===== src/rtl/nsa_pkg.sv =====
// Shared types and constants for the nibble-serial adder.
package nsa_pkg;

  localparam int NIB_W = 4;

  typedef enum logic [1:0] {
    IDLE = 2'd0,
    RUN  = 2'd1,
    DONE = 2'd2
  } state_t;

  // Counter must index WIDTH/NIB_W nibbles; never narrower than one bit.
  function automatic int cnt_width(input int width);
    return (width / NIB_W > 1) ? $clog2(width / NIB_W) : 1;
  endfunction

endpackage


===== src/rtl/cla_4bit.sv =====
// Single 4-bit carry-lookahead adder slice used once per nibble step.
module cla_4bit
  import nsa_pkg::*;
(
  output logic             cout,
  output logic [NIB_W-1:0] s,
  input  logic             cin,
  input  logic [NIB_W-1:0] a,
  input  logic [NIB_W-1:0] b
);

  logic [NIB_W-1:0] g;
  logic [NIB_W-1:0] p;
  logic [NIB_W:0]   c;

  always_comb begin
    g    = a & b;
    p    = a ^ b;
    c[0] = cin;
    c[1] = g[0] | (p[0] & cin);
    c[2] = g[1] | (p[1] & g[0]) | (p[1] & p[0] & cin);
    c[3] = g[2] | (p[2] & g[1]) | (p[2] & p[1] & g[0]) | (p[2] & p[1] & p[0] & cin);
    c[4] = g[3] | (p[3] & g[2]) | (p[3] & p[2] & g[1]) | (p[3] & p[2] & p[1] & g[0])
         | (p[3] & p[2] & p[1] & p[0] & cin);
    s    = p ^ c[NIB_W-1:0];
    cout = c[NIB_W];
  end

endmodule


===== src/rtl/nibble_serial_adder.sv =====
// Adds two WIDTH-bit operands one nibble per clock through a shared CLA slice.
// Optional signed-overflow output enabled by NIBBLE_SERIAL_ADDER_OVF_EN.
module nibble_serial_adder
  import nsa_pkg::*;
#(
  parameter int WIDTH = 16
) (
  input  logic             clk,
  input  logic             rst_n,
  input  logic             in_valid,
  output logic             in_ready,
  input  logic [WIDTH-1:0] a,
  input  logic [WIDTH-1:0] b,
  input  logic             cin,
  output logic             out_valid,
  input  logic             out_ready,
  output logic [WIDTH-1:0] sum,
  output logic             cout,
  output logic             busy
`ifdef NIBBLE_SERIAL_ADDER_OVF_EN
  ,
  output logic             ovf
`endif
);

  localparam int NIBS  = WIDTH / NIB_W;
  localparam int CNT_W = cnt_width(WIDTH);
  localparam logic [CNT_W-1:0] LAST = CNT_W'(NIBS - 1);

  state_t           state_q, state_d;
  logic [WIDTH-1:0] a_q, a_d;
  logic [WIDTH-1:0] b_q, b_d;
  logic             carry_q, carry_d;
  logic [CNT_W-1:0] cnt_q, cnt_d;
  logic [WIDTH-1:0] acc_q, acc_d;
  logic [WIDTH-1:0] sum_q, sum_d;
  logic             cout_q, cout_d;
  logic [NIB_W-1:0] slice_s;
  logic             slice_c;
`ifdef NIBBLE_SERIAL_ADDER_OVF_EN
  logic             a_msb_q, a_msb_d;
  logic             b_msb_q, b_msb_d;
  logic             ovf_q, ovf_d;
`endif

  cla_4bit u_slice (
    .cout (slice_c),
    .s    (slice_s),
    .cin  (carry_q),
    .a    (a_q[NIB_W-1:0]),
    .b    (b_q[NIB_W-1:0])
  );

  always_comb begin
    state_d = state_q;
    a_d     = a_q;
    b_d     = b_q;
    carry_d = carry_q;
    cnt_d   = cnt_q;
    acc_d   = acc_q;
    sum_d   = sum_q;
    cout_d  = cout_q;
`ifdef NIBBLE_SERIAL_ADDER_OVF_EN
    a_msb_d = a_msb_q;
    b_msb_d = b_msb_q;
    ovf_d   = ovf_q;
`endif
    case (state_q)
      IDLE: begin
        if (in_valid) begin
          a_d     = a;
          b_d     = b;
          carry_d = cin;
          cnt_d   = '0;
          state_d = RUN;
`ifdef NIBBLE_SERIAL_ADDER_OVF_EN
          a_msb_d = a[WIDTH-1];
          b_msb_d = b[WIDTH-1];
`endif
        end
      end
      RUN: begin
        a_d     = a_q >> NIB_W;
        b_d     = b_q >> NIB_W;
        carry_d = slice_c;
        acc_d   = {slice_s, acc_q[WIDTH-1:NIB_W]};
        // Result registers change only when the final nibble lands.
        if (cnt_q == LAST) begin
          state_d = DONE;
          sum_d   = {slice_s, acc_q[WIDTH-1:NIB_W]};
          cout_d  = slice_c;
`ifdef NIBBLE_SERIAL_ADDER_OVF_EN
          ovf_d   = (a_msb_q == b_msb_q) && (slice_s[NIB_W-1] != a_msb_q);
`endif
        end else begin
          cnt_d = cnt_q + 1'b1;
        end
      end
      DONE: begin
        if (out_ready) begin
          state_d = IDLE;
        end
      end
      default: state_d = IDLE;
    endcase
  end

  always_ff @(posedge clk or negedge rst_n) begin
    if (!rst_n) begin
      state_q <= IDLE;
      a_q     <= '0;
      b_q     <= '0;
      carry_q <= 1'b0;
      cnt_q   <= '0;
      acc_q   <= '0;
      sum_q   <= '0;
      cout_q  <= 1'b0;
`ifdef NIBBLE_SERIAL_ADDER_OVF_EN
      a_msb_q <= 1'b0;
      b_msb_q <= 1'b0;
      ovf_q   <= 1'b0;
`endif
    end else begin
      state_q <= state_d;
      a_q     <= a_d;
      b_q     <= b_d;
      carry_q <= carry_d;
      cnt_q   <= cnt_d;
      acc_q   <= acc_d;
      sum_q   <= sum_d;
      cout_q  <= cout_d;
`ifdef NIBBLE_SERIAL_ADDER_OVF_EN
      a_msb_q <= a_msb_d;
      b_msb_q <= b_msb_d;
      ovf_q   <= ovf_d;
`endif
    end
  end

  assign in_ready  = (state_q == IDLE);
  assign busy      = (state_q == RUN);
  assign out_valid = (state_q == DONE);
  assign sum       = sum_q;
  assign cout      = cout_q;
`ifdef NIBBLE_SERIAL_ADDER_OVF_EN
  assign ovf       = ovf_q;
`endif

endmodule


===== config.mk =====
export PLATFORM = sky130hd
export DESIGN_NAME = nibble_serial_adder
export DESIGN_NICKNAME = d
export VERILOG_FILES = /design/src/rtl/nsa_pkg.sv /design/src/rtl/cla_4bit.sv /design/src/rtl/nibble_serial_adder.sv
export SDC_FILE = /design/constraint.sdc
export NUM_CORES = 1
export LEC_CHECK = 0
export CAP_MARGIN = 20
export CORE_UTILIZATION = 47
export CTS_CLUSTER_DIAMETER = 30
export DETAILED_ROUTE_END_ITERATION = 8
export HOLD_SLACK_MARGIN = 0.06
export PLACE_DENSITY = 0.76
export SLEW_MARGIN = 0
export SYNTH_ARGS = -nofsm -noshare
export SYNTH_HDL_FRONTEND = slang
export SYNTH_SLANG_ARGS = --single-unit
export TNS_END_PERCENT = 5

===== constraint.sdc =====
create_clock -name clk -period 1.5 [get_ports clk]
set_input_delay 0.3 -clock clk [delete_from_list [all_inputs] [get_ports clk]]
set_output_delay 0.3 -clock clk [all_outputs]
set_load 0.05 [all_outputs]

==> run_results.csv, run 1 <==
group,metric,value,unit
route,viasPerCell,5.21,
worst_hold_path,whs_endpoint,"b_q[4]$_DFFE_PN0P_",
floorplanning,die_x,81.7,µm
route,drt_first_pass_iters,4,
run,maxCapViolCount,0,
place,portBuffers,56,
floorplanning,rows,28,
synth,synthCells,267,
synth,ys_async_sr_fraction,100,%
cts,htree_levels,3,
synth,synth_cell_types,33,
worst_setup_path,r2r-start,"a_q[0]$_DFFE_PN0P_",
timing,final.period_utilization,104,%
worst_hold_path,worstHoldPathCells,2,
timing,max_freq,0.641,GHz
synth,synth_area,2990,µm²
cts,path_clk_slew,0.07,ns
synth,syn_nets,310,
worst_setup_path,crit_path_end_kind,"flop",
timing,grt_setup_unrepaired,"true",
route,routedWlPerCell,14.2,µm
worst_setup_path,critPathLaunchType,"flop",
worst_setup_path,crit_required,1.71,ns
cts,cts_tree,"built",
route,drc,0,
place,gp_congestion,0.763,
cts,clock_latency,0.33,ns
pwr,p_leak,1.88,nW
worst_hold_path,min_path_type,"flop to flop",
cts,clock_path_buffers,2,
grt,grt_usage,20.3,%
timing,tightest_slew,0.344,ns
timing,hold_viol,0,
floorplanning,core-area,6030,µm²
worst_setup_path,rr_endpoint,"sum[15]$_DFFE_PN0P_",
pwr,powerDensity,2460,nW/µm²
synth,synth_top_flop_cell,"dfrtp_1",
synth,avgSynthCellArea,11.2,µm²
floorplanning,start_util,49.6,%
timing,layout_min_cycle_time,1.56,ns
route,drt_iter0_drc,90,
timing,slew_viol_final,0,
layout,post-route-cell-area,4220,µm²
worst_setup_path,rr_worst_depth,4,
worst_setup_path,path_max_fanout,3,
timing,setup_viol,5,
layout,area_growth,41.3,%
synth,ys_seq_elements,66,
route,antenna_left,0,
place,placed_cell_area,3890,µm²
place,dp_hpwl,4.11,mm
timing,clock_skew,0.00501,ns
cts,cts-root-buf,"clkbuf_8",
floorplanning,io_pins,57,
floorplanning,die_y,81.7,µm
timing,hold_ws,0.481,ns
grt,grt_pass1_wl,9.89,mm
grt,grt_pass1_vias,2168,
status,failed_checks,"setup timing",
layout,num_antenna_cells,0,
status,status,"finished, violations left",
layout,final_layout_size_suffix_gt1_share,26.3,%
worst_setup_path,r2r_setup_slack,-0.06,ns
cts,clock-sinks,66,
timing,setup_slack,-0.0592,ns
synth,synth_edf_count,0,
grt,grt_max_degree,67,
worst_hold_path,worstHoldStart,"b_q[4]$_DFFE_PN0P_",
synth,synth-seq-area-share,55.3,%
timing,slew_headroom,77.1,%
grt,overflow,0,
floorplanning,die_area,6680,µm²
layout,nets,377,
worst_setup_path,path_class,"flop to flop",
route,vias,2150,
synth,synth_warnings,0,
layout,nFillCells,444,
grt,antenna_found_initial,0,
route,drt_wl_total,5.84,mm
pwr,irDropWorstVdd,1480,µV
cts,numCtsBuffers,9,
worst_setup_path,cp_data_arrival_time,1.77,ns
pwr,p_total,10.4,mW
[worst max-delay path by stage]
| stage | from | to | slack [ns] |
|---|---|---|---|
| global placement | a_q[1]$_DFFE_PN0P_ | acc_q[15]$_DFFE_PN0N_ | -0.05 |
| global route | a_q[0]$_DFFE_PN0P_ | acc_q[15]$_DFFE_PN0N_ | -0.11 |
| finish | a_q[0]$_DFFE_PN0P_ | sum[15]$_DFFE_PN0P_ | -0.06 |
| CTS | state_q[0]$_DFFE_PN0P_ | out_valid | -0.08 |
| floorplan | a_q[1]$_DFFE_PN0P_ | acc_q[15]$_DFFE_PN0N_ | -0.04 |
| detailed placement | a_q[1]$_DFFE_PN0P_ | acc_q[15]$_DFFE_PN0N_ | -0.11 |
[cell type report]
type	count	area (µm²)	share of cell area (%)
Clock buffer	10	138	3.26
Multi-Input combinational cell	177	1300	30.9
Tap cell	75	93.8	2.22
Inverter	8	30.0	0.712
Sequential cell	66	1650	39.2
Timing Repair Buffer	72	948	22.5
Clock inverter	5	55.1	1.30
[metrics by stage]
step | worst slack (ns) | util, % | TNS (ns) | std cells
after floorplan | -0.0446 | - | -0.0891 | 267
after global placement | -0.0465 | 64.6 | -0.117 | 395
after detailed placement | -0.110 | 64.6 | -0.862 | 395
after CTS | -0.0784 | 68.7 | -0.216 | 413
after global routing | -0.110 | 70.0 | -0.459 | 413
final | -0.0592 | 70.0 | -0.163 | 413
[cells in the mapped netlist (2+ instances only)]
master	count	area [µm²]
o31ai_1	4	30.0
buf_6	2	22.5
o21ai_0	31	155
nor2_1	3	11.3
o21bai_1	2	15.0
clkbuf_1	6	22.5
inv_1	8	30.0
nand2b_1	5	31.3
nand2_1	41	154
buf_2	4	20.0
o21ai_1	7	35.0
mux2_2	20	225
dfrtp_1	66	1650
buf_4	2	15.0
nor2b_1	9	56.3
a21oi_1	12	60.1
ha_1	5	62.6
buf_8	2	30.0
mux2i_1	24	240
[flip-flops by register name, summed over array words and instances (netlist names)]
register / flops
carry_q: 1
a_q: 16
b_q: 16
cnt_q: 2
cout: 1
acc_q: 12
sum: 16
state_q: 2
[worst max-delay path, cell delays in order (launching register included)]
cell and delay [ns]:
dfrtp_1 0.41, ha_4 0.25, a211o_1 0.35, a311oi_2 0.31, o31ai_1 0.13
[cells in the final DEF (no fill, tap or decap), drive strengths merged]
| master | synthesis | layout |
|---|---|---|
| dfrtp | 66 | 66 |
| nand2 | 41 | 41 |
| o21ai | 38 | 38 |
| buf | 10 | 36 |
| clkdlybuf4s50 | 0 | 35 |
| mux2i | 24 | 24 |
| mux2 | 20 | 20 |
| a21oi | 12 | 12 |
| clkbuf | 6 | 10 |
| nor2b | 9 | 9 |
| inv | 8 | 8 |
| nand2b | 5 | 5 |
| ha | 5 | 5 |
| o31ai | 4 | 4 |
| nor2 | 3 | 3 |
| clkinvlp | 0 | 2 |
| clkinv | 0 | 2 |
| o21bai | 2 | 2 |
| nand3b | 1 | 1 |
| a211o | 1 | 1 |
| or2 | 1 | 1 |
| a311oi | 1 | 1 |
| nand3 | 1 | 1 |
| o22ai | 1 | 1 |
| o31a | 1 | 1 |
| or3 | 1 | 1 |
| and3 | 1 | 1 |
| xor2 | 1 | 1 |
| nor3b | 1 | 1 |
| o311a | 1 | 1 |
| o2bb2ai | 1 | 1 |
| fa | 1 | 1 |
| bufinv | 0 | 1 |
| dlygate4sd3 | 0 | 1 |
[routing by layer]
| metal | part of all wire [%] | GRT usage (%) | vias to the layer above |
|---|---|---|---|
| met4 | 2.4 | 10.0 | 0 |
| met3 | 3.5 | 4.78 | 12 |
| li1 | - | - | 1052 |
| met1 | 44 | 25.4 | 1037 |
| met2 | 51 | 32.9 | 49 |
| met5 | 0 | 0 | - |
[cells by family after synthesis]
| logic type | count (synthesis) | share of synthesized area, % |
|---|---|---|
| buffers and inverters | 24 | 4.69 |
| AOI/OAI and AO/OA | 62 | 11.6 |
| DFF | 66 | 55.3 |
| and+or+nand+nor | 64 | 9.76 |
| muxes | 44 | 15.6 |
| xor gates and xnor gates | 1 | 0.293 |
| adders and majority gates | 6 | 2.77 |
[repair_timing]
item / 4_1_cts / 5_1_grt
hold buffers: 1 / 0
gates resized for setup: 7 / 14
pin swaps: 1 / 5
setup buffers: 2 / 0
hold endpoints to repair: 66 / 0
setup endpoints to repair: 8 / 9
[power breakdown]
| group | switching [mW] | total [mW] | internal [mW] |
|---|---|---|---|
| sequential | 0.650 | 3.28 | 2.63 |
| combinational | 2.78 | 5.66 | 2.88 |
| clock | 0.663 | 1.46 | 0.797 |
| total | 4.09 | 10.4 | 6.31 |
Power figures use the tool's default switching activity.
==> run 2: changes to the inputs <==
Settings changed: CORE_MARGIN set to 5, CORE_UTILIZATION 47 to 52, GPL_TIMING_DRIVEN set to 1, PLACE_DENSITY 0.76 to 0.8.
Clock period 1.5 ns to 1.55 ns, I/O delays scaled along.
==> run_results.csv, run 2 (same netlist as run 1, synthesis figures left out) <==
group,metric,value,unit
pwr,irDropWorstVdd,1300,µV
grt,overflow,0,
pwr,powerDensity,2380,nW/µm²
place,dp_hpwl,4.26,mm
layout,stdcell_count,417,
layout,nets,383,
layout,final_layout_size_suffix_gt1_share,25.2,%
route,antenna_left,0,
floorplanning,die_area,7360,µm²
timing,layout_min_cycle_time,1.56,ns
floorplanning,die_x,85.8,µm
route,vias,2154,
cts,numCtsBuffers,9,
worst_setup_path,cp_slowest_cell,"dfrtp_1",
cts,cts_tree,"built",
worst_setup_path,rr_endpoint,"sum[15]$_DFFE_PN0P_",
route,drt_first_pass_iters,4,
timing,fin_tns_setup,-0.0114,ns
worst_setup_path,path_class,"flop to flop",
grt,grt_pass1_vias,2203,
route,routedWlPerCell,14.7,µm
floorplanning,io_pins,57,
timing,final.period_utilization,100,%
layout,num_antenna_cells,0,
layout,mostFrequentLayoutCell,"dfrtp_1",
worst_hold_path,whs_endpoint,"a_q[6]$_DFFE_PN0P_",
timing,grt_setup_unrepaired,"true",
worst_setup_path,critPathLaunchType,"flop",
layout,layout_common_cells,"dfrtp_1, nand2_1, clkdlybuf4s50_1",
worst_setup_path,crit_path_cell_trace,"ha_1 -> a211o_1 -> a311oi_2 -> o31ai_1",
route,drc,0,
cts,clock-sinks,66,
worst_setup_path,crit_required,1.77,ns
floorplanning,rows,27,
floorplanning,die_y,85.8,µm
grt,antenna_found_initial,0,
timing,slew_viol_final,0,
timing,setup_slack,-0.00657,ns
grt,grt_max_degree,67,
worst_setup_path,path_max_fanout,3,
worst_setup_path,crit_path_end_kind,"flop",
place,portBuffers,56,
cts,clock_latency,0.34,ns
layout,area_growth,39.6,%
grt,grt_usage,17.9,%
worst_setup_path,critPathTopFamily,"compound AO/OA/AOI/OAI gates",
timing,clock_skew,0.00590,ns
route,drt_wl_total,6.15,mm
timing,hold_viol,0,
worst_setup_path,cp_data_arrival_time,1.77,ns
cts,cts-root-buf,"clkbuf_8",
place,gp_congestion,0.800,
route,viasPerCell,5.17,
place,dp.cells,394,
worst_hold_path,min_path_type,"flop to flop",
floorplanning,start_util,53.9,%
worst_setup_path,worstPathBufferInverterCount,0,
run,maxCapViolCount,0,
worst_hold_path,worstHoldStart,"a_q[6]$_DFFE_PN0P_",
cts,path_clk_slew,0.07,ns
cts,clock_path_buffers,2,
timing,setup_viol,2,
timing,tightest_slew,0.344,ns
worst_setup_path,cpPeakStageDelay,0.38,ns
grt,grt_pass1_wl,10.4,mm
layout,final_util,75.3,%
worst_setup_path,r2r_setup_slack,-0.007,ns
timing,slew_headroom,77.1,%
timing,max_freq,0.642,GHz
floorplanning,core-area,5540,µm²
status,status,"finished, violations left",
cts,htree_levels,3,
status,failed_checks,"setup timing",
worst_hold_path,worstHoldPathCells,2,
place,post-place-ws,-0.0498,ns
worst_setup_path,rr_worst_depth,4,
pwr,p_leak,1.91,nW
route,drt_iter0_drc,71,
worst_setup_path,r2r-start,"a_q[0]$_DFFE_PN0P_",
-- run 2: cell count changes in the layout (fill, tap and decap cells not counted), moves of 2 or more --
cell / before / now
ha_1: 1 / 5
buf_4: 8 / 17
buf_12: 25 / 21
inv_2: 2 / 0
clkinvlp_4: 2 / 0
clkbuf_1: 0 / 3
ha_4: 3 / 0
-- run 2: per-stage QoR --
stage	hold WS, ns	power [mW]	area [µm²]
final	0.479	9.94	4170
after global routing	0.505	10.6	4170
after CTS	0.484	9.77	4100
after detailed placement	0.354	8.20	3860
after global placement	0.350	7.98	3860
after floorplan	0.0144	6.26	2990
-- run 2: how the worst max path moves through the flow --
stage,start,to,depth (start not counted)
floorplan,a_q[1]$_DFFE_PN0P_,acc_q[15]$_DFFE_PN0N_,4
global placement,a_q[1]$_DFFE_PN0P_,acc_q[15]$_DFFE_PN0N_,4
detailed placement,a_q[1]$_DFFE_PN0P_,acc_q[15]$_DFFE_PN0N_,4
CTS,state_q[0]$_DFFE_PN0P_,out_valid,4
global route,a_q[0]$_DFFE_PN0P_,sum[15]$_DFFE_PN0P_,4
finish,a_q[0]$_DFFE_PN0P_,sum[15]$_DFFE_PN0P_,4
-- run 2: cell type report --
type	instances	area [µm²]
flip-flops and latches	66	1650
fillers	380	1370
multi-input cells	177	1250
repair buffers	78	947
clock buffers	14	163
well taps	72	90.1
clock inverters	2	35.0
inverters	8	32.5
-- run 2: repair_timing --
action                                 CTS  global route
pin swaps                                2             3
endpoints found under the hold margin   66             0
setup buffers                            1             5
gates resized for setup                  7             8
gates cloned                             0             0
hold buffers                             1             0
setup endpoints to repair                5             8
-- run 2: where the power goes --
group / switching [mW] / internal (mW)
clock: 0.606 / 0.831
sequential: 0.550 / 2.55
combinational: 2.73 / 2.68
-- run 2: layer usage --
metal	GRT usage [%]	vias to the layer above	part of all wire, %
li1	-	1064	-
met1	22.5	1027	44
met2	29.6	54	49
met3	3.94	9	5.2
met4	7.77	0	1.6
met5	0	-	0
-- run 2: worst min-delay path, cell delays in order, from the launching register on --
cell,delay [ns]
dfrtp_1,0.34
nand2_1,0.04
o21ai_0,0.06
